### src/rtl/comp_pkg.sv
// Shared command, response and state encodings for the dictionary compression engine.
package comp_pkg;

    typedef enum logic [1:0] {
        CMD_NOP        = 2'b00,
        CMD_COMPRESS   = 2'b01,
        CMD_DECOMPRESS = 2'b10,
        CMD_RSVD       = 2'b11
    } cmd_e;

    typedef enum logic [1:0] {
        RSP_IDLE = 2'b00,
        RSP_OK   = 2'b01,
        RSP_ERR  = 2'b10,
        RSP_BUSY = 2'b11
    } rsp_e;

    typedef enum logic [1:0] {
        ST_IDLE,
        ST_SEARCH,
        ST_LOOKUP,
        ST_RESP
    } state_e;

endpackage

### src/rtl/comp_dict.sv
// Dictionary storage: DICT_DEPTH x DATA_WIDTH registers, one synchronous write port
// and one combinational read port.
module comp_dict #(
    parameter int DATA_WIDTH = 8,
    parameter int DICT_DEPTH = 16,
    localparam int IDX_W     = $clog2(DICT_DEPTH)
) (
    input  logic                  clk,
    input  logic                  we,
    input  logic [IDX_W-1:0]      waddr,
    input  logic [DATA_WIDTH-1:0] wdata,
    input  logic [IDX_W-1:0]      raddr,
    output logic [DATA_WIDTH-1:0] rdata
);

    logic [DATA_WIDTH-1:0] mem [DICT_DEPTH];

    // NOTE: no reset on the array; the engine's entry count marks which words are valid,
    // so clearing storage would only add reset fan-out.
    always_ff @(posedge clk) begin
        if (we) begin
            mem[waddr] <= wdata;
        end
    end

    assign rdata = mem[raddr];

endmodule

### src/rtl/comp_engine.sv
// Dictionary compression responder: sequential-scan COMPRESS, indexed DECOMPRESS.
// Optional macro COMP_RR_EVICT_EN enables round-robin eviction when the dictionary is full.
module comp_engine
    import comp_pkg::*;
#(
    parameter int DATA_WIDTH = 8,
    parameter int DICT_DEPTH = 16
) (
    input  logic                  clk,
    input  logic                  reset,
    input  logic [DATA_WIDTH-1:0] data_in,
    input  logic [DATA_WIDTH-1:0] compressed_in,
    input  logic [1:0]            command,
    output logic [DATA_WIDTH-1:0] compressed_out,
    output logic [DATA_WIDTH-1:0] decompressed_out,
    output logic [1:0]            response
);

    localparam int IDX_W = $clog2(DICT_DEPTH);
    localparam int CNT_W = IDX_W + 1;
    localparam logic [CNT_W-1:0] DEPTH_C = CNT_W'(DICT_DEPTH);

    state_e                state_q, state_d;
    logic [CNT_W-1:0]      ptr_q, ptr_d;
    logic [CNT_W-1:0]      count_q, count_d;
    logic [DATA_WIDTH-1:0] data_q, data_d;
    logic [DATA_WIDTH-1:0] cin_q, cin_d;
    logic [DATA_WIDTH-1:0] cout_q, cout_d;
    logic [DATA_WIDTH-1:0] dout_q, dout_d;
    logic                  err_q, err_d;
`ifdef COMP_RR_EVICT_EN
    logic [IDX_W-1:0]      evict_q, evict_d;
`endif

    cmd_e                  cmd;
    rsp_e                  rsp;
    logic                  wr_en;
    logic [IDX_W-1:0]      waddr;
    logic [IDX_W-1:0]      raddr;
    logic [DATA_WIDTH-1:0] rdata;
    logic                  idx_bad;

    assign cmd = cmd_e'(command);

    // The single read port serves the scan pointer in SEARCH and the requested index otherwise.
    assign raddr   = (state_q == ST_SEARCH) ? ptr_q[IDX_W-1:0] : cin_q[IDX_W-1:0];
    assign idx_bad = ((cin_q >> IDX_W) != '0) || ({1'b0, cin_q[IDX_W-1:0]} >= count_q);

    comp_dict #(
        .DATA_WIDTH (DATA_WIDTH),
        .DICT_DEPTH (DICT_DEPTH)
    ) u_dict (
        .clk   (clk),
        .we    (wr_en && !reset),
        .waddr (waddr),
        .wdata (data_q),
        .raddr (raddr),
        .rdata (rdata)
    );

    // NOTE: every signal driven here gets its default first, so no path can infer a latch.
    always_comb begin
        state_d = state_q;
        ptr_d   = ptr_q;
        count_d = count_q;
        data_d  = data_q;
        cin_d   = cin_q;
        cout_d  = cout_q;
        dout_d  = dout_q;
        err_d   = err_q;
        wr_en   = 1'b0;
        waddr   = count_q[IDX_W-1:0];
        rsp     = RSP_IDLE;
`ifdef COMP_RR_EVICT_EN
        evict_d = evict_q;
`endif

        unique case (state_q)
            ST_IDLE: begin
                rsp = RSP_IDLE;
                if (cmd != CMD_NOP) begin
                    data_d = data_in;
                    cin_d  = compressed_in;
                end
                unique case (cmd)
                    CMD_COMPRESS: begin
                        state_d = ST_SEARCH;
                        ptr_d   = '0;
                    end
                    CMD_DECOMPRESS: state_d = ST_LOOKUP;
                    CMD_RSVD: begin
                        state_d = ST_RESP;
                        err_d   = 1'b1;
                    end
                    default: ;
                endcase
            end

            ST_SEARCH: begin
                rsp = RSP_BUSY;
                if (ptr_q < count_q) begin
                    if (rdata == data_q) begin
                        cout_d  = DATA_WIDTH'(ptr_q);
                        err_d   = 1'b0;
                        state_d = ST_RESP;
                    end else begin
                        ptr_d = ptr_q + CNT_W'(1);
                    end
                end else if (count_q < DEPTH_C) begin
                    wr_en   = 1'b1;
                    cout_d  = DATA_WIDTH'(count_q);
                    count_d = count_q + CNT_W'(1);
                    err_d   = 1'b0;
                    state_d = ST_RESP;
                end else begin
`ifdef COMP_RR_EVICT_EN
                    wr_en   = 1'b1;
                    waddr   = evict_q;
                    cout_d  = DATA_WIDTH'(evict_q);
                    evict_d = evict_q + IDX_W'(1);
                    err_d   = 1'b0;
`else
                    err_d   = 1'b1;
`endif
                    state_d = ST_RESP;
                end
            end

            ST_LOOKUP: begin
                rsp     = RSP_BUSY;
                state_d = ST_RESP;
                if (idx_bad) begin
                    err_d = 1'b1;
                end else begin
                    dout_d = rdata;
                    err_d  = 1'b0;
                end
            end

            ST_RESP: begin
                rsp     = err_q ? RSP_ERR : RSP_OK;
                state_d = ST_IDLE;
            end

            default: state_d = ST_IDLE;
        endcase
    end

    // NOTE: state registers use non-blocking assignments so every flop samples pre-edge values.
    always_ff @(posedge clk) begin
        if (reset) begin
            state_q <= ST_IDLE;
            ptr_q   <= '0;
            count_q <= '0;
            data_q  <= '0;
            cin_q   <= '0;
            cout_q  <= '0;
            dout_q  <= '0;
            err_q   <= 1'b0;
`ifdef COMP_RR_EVICT_EN
            evict_q <= '0;
`endif
        end else begin
            state_q <= state_d;
            ptr_q   <= ptr_d;
            count_q <= count_d;
            data_q  <= data_d;
            cin_q   <= cin_d;
            cout_q  <= cout_d;
            dout_q  <= dout_d;
            err_q   <= err_d;
`ifdef COMP_RR_EVICT_EN
            evict_q <= evict_d;
`endif
        end
    end

    assign compressed_out   = cout_q;
    assign decompressed_out = dout_q;
    assign response         = rsp;

endmodule
### config.mk
export PLATFORM = sky130hd
export DESIGN_NAME = comp_engine
export DESIGN_NICKNAME = d
export VERILOG_FILES = /design/src/rtl/comp_pkg.sv /design/src/rtl/comp_dict.sv /design/src/rtl/comp_engine.sv
export SDC_FILE = /design/constraint.sdc
export NUM_CORES = 1
export LEC_CHECK = 0
export ABC_AREA = 0
export ABC_CLOCK_PERIOD_IN_PS = 4680
export CAP_MARGIN = 15
export CORE_ASPECT_RATIO = 1.1
export CORE_UTILIZATION = 60
export CTS_BUF_LIST = sky130_fd_sc_hd__clkbuf_16
export DETAILED_ROUTE_END_ITERATION = 12
export GPL_TIMING_DRIVEN = 0
export PLACE_DENSITY = 0.8
export SLEW_MARGIN = 20
export SYNTH_ARGS = -nofsm -noshare
export SYNTH_HDL_FRONTEND = slang
export SYNTH_SLANG_ARGS = --single-unit
export TNS_END_PERCENT = 20
### constraint.sdc
create_clock -name clk -period 4.68 [get_ports clk]
set_input_delay 0.702 -clock clk [delete_from_list [all_inputs] [get_ports clk]]
set_output_delay 0.702 -clock clk [all_outputs]
set_load 0.02 [all_outputs]
# After elaboration in Yosys (flattened, before gate mapping)
# Memory sizes are Yosys's and may differ from the RTL's.
# Index checks and enable logic that the tools add are counted.
[word_totals]
register_bits = 45
ram_bits = 128
inputBits = 20
out_inout_bits = 18
word_cells = 72
n_memories = 1
[classes]
n_addsub = 2
order_cmp = 3
eq_ne = 14
n_mux = 25
bitwise = 2
n_reduce_logical = 17
[memory_table]
columns = ["memory", "depth", "width", "rd", "rd_clocked_by_memory_dff", "write_ports", "line_no", "text"]
rows = [
  ["u_dict.mem", 16, 8, 1, 0, 1, "comp_dict.sv:16", "logic [DATA_WIDTH-1:0] mem [DICT_DEPTH];"],
]
[ops]
columns = ["cell", "n"]
rows = [
  ["$mux W8", 3],
  ["$mux W5", 3],
  ["$pmux W2 S3", 2],
  ["$add A5 B1 Y5 const B", 2],
  ["$mux W1", 10],
  ["$pmux W5 S2", 1],
  ["$reduce_and A3 Y1", 3],
  ["$eq A2 B2 Y1 const B", 4],
  ["$eq A8 B8 Y1", 1],
  ["$ne A2 B1 Y1 const B", 4],
  ["$pmux W2 S4", 1],
  ["$reduce_bool A8 Y1", 1],
  ["$mux W2", 3],
  ["$reduce_and A2 Y1", 3],
  ["$reduce_bool A2 Y1", 3],
  ["$ge A4 B5 Y1", 1],
  ["$lt A5 B5 Y1", 1],
  ["$lt A5 B5 Y1 const B", 1],
  ["$eq A2 B1 Y1 const B", 2],
  ["$mux W4", 1],
  ["$ne A4 B1 Y1 const B", 1],
  ["$reduce_and A4 Y1", 1],
  ["$ne A3 B2 Y1 const B", 1],
  ["$pmux W1 S3", 1],
  ["8 further kinds", 9],
]

# Logic depth before layout (Yosys ltp)
[logic_depth]
ltp_word = 7
ltp_mapped = 14
depth_no_buf = 11

# Hierarchy
# From an unflattened synthesis, not the netlist that was laid out.
[unflattened]
cells_unflattened = 492
hier_area_um2 = 7285.7
[modules_own_cells]
columns = ["module", "instances", "cells_each", "area_each_um2", "seq_area_each_um2"]
rows = [
  ["comp_dict", 1, 221, 4987.3, 3843.7],
  ["comp_engine", 1, 271, 2298.5, 840.8],
]

# Worst setup path before layout
# Ideal clock, no wire load.
[synth_timing]
kind = "register to register"
start = "register state_q[1]"
end = "register cout_q[4] (netlist: compressed_out[4])"
setup_time_ns = 0.117
t_arrival_ns = 3.524
t_required_ns = 4.563
setup_slack_ns = 1.039
stages_incl_launch_ff = 13
path_buffers = 1
synth_period_minus_slack_ns = 3.641
path_cell_list = "dfxtp_1 > inv_1 > ha_1 > buf_2 > and3b_1 > o21ai_1 > o22ai_1 > or4_1 > xor2_1 > or4_1 > nor2_1 > mux2_2 > a32o_1"
[synth_via]
elab_chain_cells = 6
[synth_lines]
columns = ["item", "line_no", "text"]
rows = [
  ["start, declared", "comp_engine.sv:23", "state_e state_q, state_d;"],
  ["start signal, assigned", "comp_engine.sv:164", "state_q <= state_d;"],
  ["$eq A2 B1 Y1 *", "comp_engine.sv:46, comp_engine.sv:78", ""],
  ["$mux W4", "comp_engine.sv:46", "assign raddr = (state_q == ST_SEARCH) ? ptr_q[IDX_W-1:0] : cin_q[IDX_W-1:0];"],
  ["$mem_v2 Z16 W8", "n/a", ""],
  ["$eq A8 B8 Y1", "comp_engine.sv:102", "if (rdata == data_q) begin"],
  ["$ne A2 B1 Y1 (no source line)", "n/a", ""],
  ["$reduce_and A3 Y1 (no source line) *", "n/a", ""],
  ["end signal, assigned", "comp_engine.sv:169", "cout_q <= cout_d;"],
  ["end, declared", "comp_engine.sv:28", "logic [DATA_WIDTH-1:0] cout_q, cout_d;"],
]
# Every way passes the cells marked *; elsewhere a longest branch is shown, timed or not.
# A chain may end at the register's enable or synchronous reset.

# Final worst setup path
# Ends and elaborated chain as after synthesis.

==> summary.md <==
| Metric | Value |
|---|---|
| Status | finished clean |
| I/O pin total | 38 |
| Worst-case vdd ir drop | roughly 0.38 mV |
| Layout fillers | ~850 |
| Die Span Y | between 100 and 150 um |
| Hold-fix buffers at CTS | 0 |
| DR DRC count | 0 |
| Routed len/inst | approximately 22 um |
| Commonest register cell after synthesis | edfxtp_1 |
| Pwr/cell area | approximately 530 nW/um^2 |
| TritonCTS clock tree | done |
| Hold Path Class | reg -> reg |
| WP data arrival | 4.86 ns |
| Synth async-reset ratio | 0% |
| Drt initial violations | between 300 and 400 |
| Later-pin clock latency in the skew report | approximately 0.43 ns |
| Chip width | around 110 um |
| Deepest clock path buffer count | 2 |
| Startpoint class of the critical path | register |
| Grt ovf | 0 |
| FF+latch count, synth | 170 |
| Final core utilization | 71.3% |
| DP HPWL | 12100 um |
| Post-route ant nets | 0 |
| Worst Reg2Reg Path Length in Cells | 12 |
| Final min period | 4.54 ns |
| Area leader, netlist | edfxtp_1 |
| FF-to-FF End | compressed_out[4] |
| GPL Wtd Cong | 0.923 |
| Fin cells | 815 |
| Setup crit start | state_q[1] |
| Core Rows | 42 |
| Initial core utilization | 62.0% |
| Core area | about 12000 sq um |
| Die ar. | approximately 13000 sq um |
| Max Cap Violations | 0 |
| Mapped Area | 7530 sq um |
| Final setup violation count | 0 |
| Synth cell types | 57 |
| # placed instances | 783 |
| All-layer global routing usage | ~29% |
| Initial DRT Pass Iterations | 5 |
| Area contributors post-synth | edfxtp_1 (51%), dfxtp_1 (11%), mux2i_1 (9.0%), ha_1 (3.8%), nand2_1 (3.2%) |
| Reg-to-reg startpoint | state_q[1] |
| LEAKAGE | between 3 and 4 nW |
| CTS H-tree lvls | 4 |
| Most common cell in the netlist | edfxtp_1 |
| Clock sink total | 170 |
| Yosys Warn Count | 0 |
| Final wirelength | about 18000 um |
| Pre-CTS setup slack | 0.199 ns |
| First-pass GRT wire length | 27000 um |
| Tcrit/Tclk final | 97.0% |
| Measured slew at the worst slew-check pin | approximately 1.1 ns |
| Initial antenna violation count | 0 |
| Relative slew slack | ~28% |
| Detailed-route via count | ~5k |
| Req. time, crit path | 5.00 ns |
| Post-CTS setup buffers | 0 |
| CP endpoint kind | register |
| Fin area | 8660 sq um |
| Antenna diode count | 0 |
| CP max FO | 10 |
| Mapped Cells | slightly below 600 |
| Nets | around 690 |
| CTS buffer count | 17 |
| Post-route setup TNS | 0 ns |
| RSZ-0062 raised after global routing | no |
| Area share of the largest cell type after synthesis | 51.0% |
| Placed inst area | around 8100 sq um |
| CP endpoint | compressed_out[4] |
| Syn-to-layout area delta | 15.0% |
| Final Hold Vio Count | 0 |
| Max Clock Freq | about 0.22 GHz |
| Seq/Total Area, Yosys | roughly 62% |
| Max Transition Viols Final | 0 |
| I/O Buffers | 33 |
| Vias in the first global route | 5073 |
| Clk_skew | ~0.011 ns |
| Clk root buf | clkbuf_16 |
| Largest net degree at the start of global routing | 21 |
| CTS clk-pin slew, worst paths | approximately 0.07 ns |
| Post-cts resize count | 0 |
| Critical path type | reg -> reg |
| Post-synth top cells | edfxtp_1 (128), mux2i_1 (68), nand2_1 (64) |
| Layout cells sized above 1 | 8.93% |
| Mean Syn Cell Area | approximately 13 sq um |
| R2r setup slk | between 0.1 and 0.15 ns |
| Via-to-Cell Ratio | a little over 6 |
| EDFF count, synth | about 130 |
| Worst setup margin | roughly 0.14 ns |
[final cells by class]
class	count	area [sq um]	share of cell area, %
timing repair buffer	33	330	3.82
tap	154	193	2.23
clock buffer	17	425	4.91
clock inverter	15	151	1.75
sequential	170	4680	54.1
buffer	31	168	1.94
multi-input combinational	382	2660	30.7
inverter	13	48.8	0.564
[metrics by stage]
| step | hold WS (ns) | total power, mW |
|---|---|---|
| after CTS | 0.467 | 4.61 |
| final | 0.468 | 4.62 |
| after floorplan | 0.436 | 2.82 |
| after global placement | 0.447 | 3.21 |
| after detailed placement | 0.458 | 3.26 |
| after global routing | 0.488 | 4.80 |
[routing by layer]
layer,up-vias,track usage [%],wire (um)
met5,-,0,0
met4,0,16.0,675
met3,53,5.38,943
met2,213,50.2,9280
met1,2470,33.0,6660
li1,2349,-,-
[flip-flops by register name, summed over array words and instances, names as in the netlist]
register and cells:
cin_q 8, compressed_out 5, count_q 5, data_q 8
decompressed_out 8, err_q 1, ptr_q 5, state_q 2
u_dict.mem 128
[cells in the final DEF, fill, tap and decap left out, types with 5 or more instances in the layout]
cell type / instances
o21ai_1: 7
nand3_1: 13
clkdlybuf4s50_1: 33
inv_1: 14
a21o_1: 7
clkbuf_16: 17
nor3_2: 5
nand2_1: 64
xor2_1: 6
edfxtp_1: 128
o22ai_1: 27
clkbuf_1: 17
ha_1: 23
nor2_1: 35
nand2b_1: 6
a21oi_1: 33
mux2i_1: 68
or4_1: 7
dfxtp_1: 42
o21ai_0: 8
[report_power, final]
part | internal (mW) | leakage, nW | switching, mW
combinational | 0.514 | 1.22 | 0.846
clock | 0.785 | 0.281 | 0.576
sequential | 1.77 | 1.52 | 0.138
total | 3.07 | 3.02 | 1.56
[logic make-up (layout without fill, tap and decap cells)]
| kind of cell | Yosys count | count (layout) | share of synthesized area [%] |
|---|---|---|---|
| AOI/OAI and AO/OA | 108 | 108 | 9.14 |
| xor gates and xnor gates | 10 | 10 | 1.16 |
| adders and majority gates | 23 | 23 | 3.82 |
| buffers and inverters | 44 | 109 | 2.87 |
| DFF | 170 | 170 | 62.2 |
| muxes | 73 | 73 | 10.1 |
| other | 1 | 3 | 0.0498 |
| and+or+nand+nor | 165 | 165 | 10.6 |
[critical path, cell delays in order (launching register included)]
cell	delay [ns]
dfxtp_1	0.37
inv_1	0.10
ha_1	0.29
buf_2	0.22
nor3b_1	0.17
o21ai_1	0.58
o22ai_1	0.26
or4_1	0.69
xor2_1	0.21
or4_1	0.67
nor2_1	0.29
mux2_2	0.37
a32o_1	0.20
[worst min path at each step]
stage	from	to	slack [ns]	cells past startpoint
after floorplan	cin_q[6]	cin_q[6]	0.44	2
after global placement	cin_q[4]	cin_q[4]	0.45	2
after detailed placement	cin_q[7]	cin_q[7]	0.46	2
after CTS	cin_q[7]	cin_q[7]	0.47	2
after global routing	cin_q[5]	cin_q[5]	0.49	2
final	cin_q[5]	cin_q[5]	0.47	2
No activity file was read; power rests on OpenSTA's default activity.
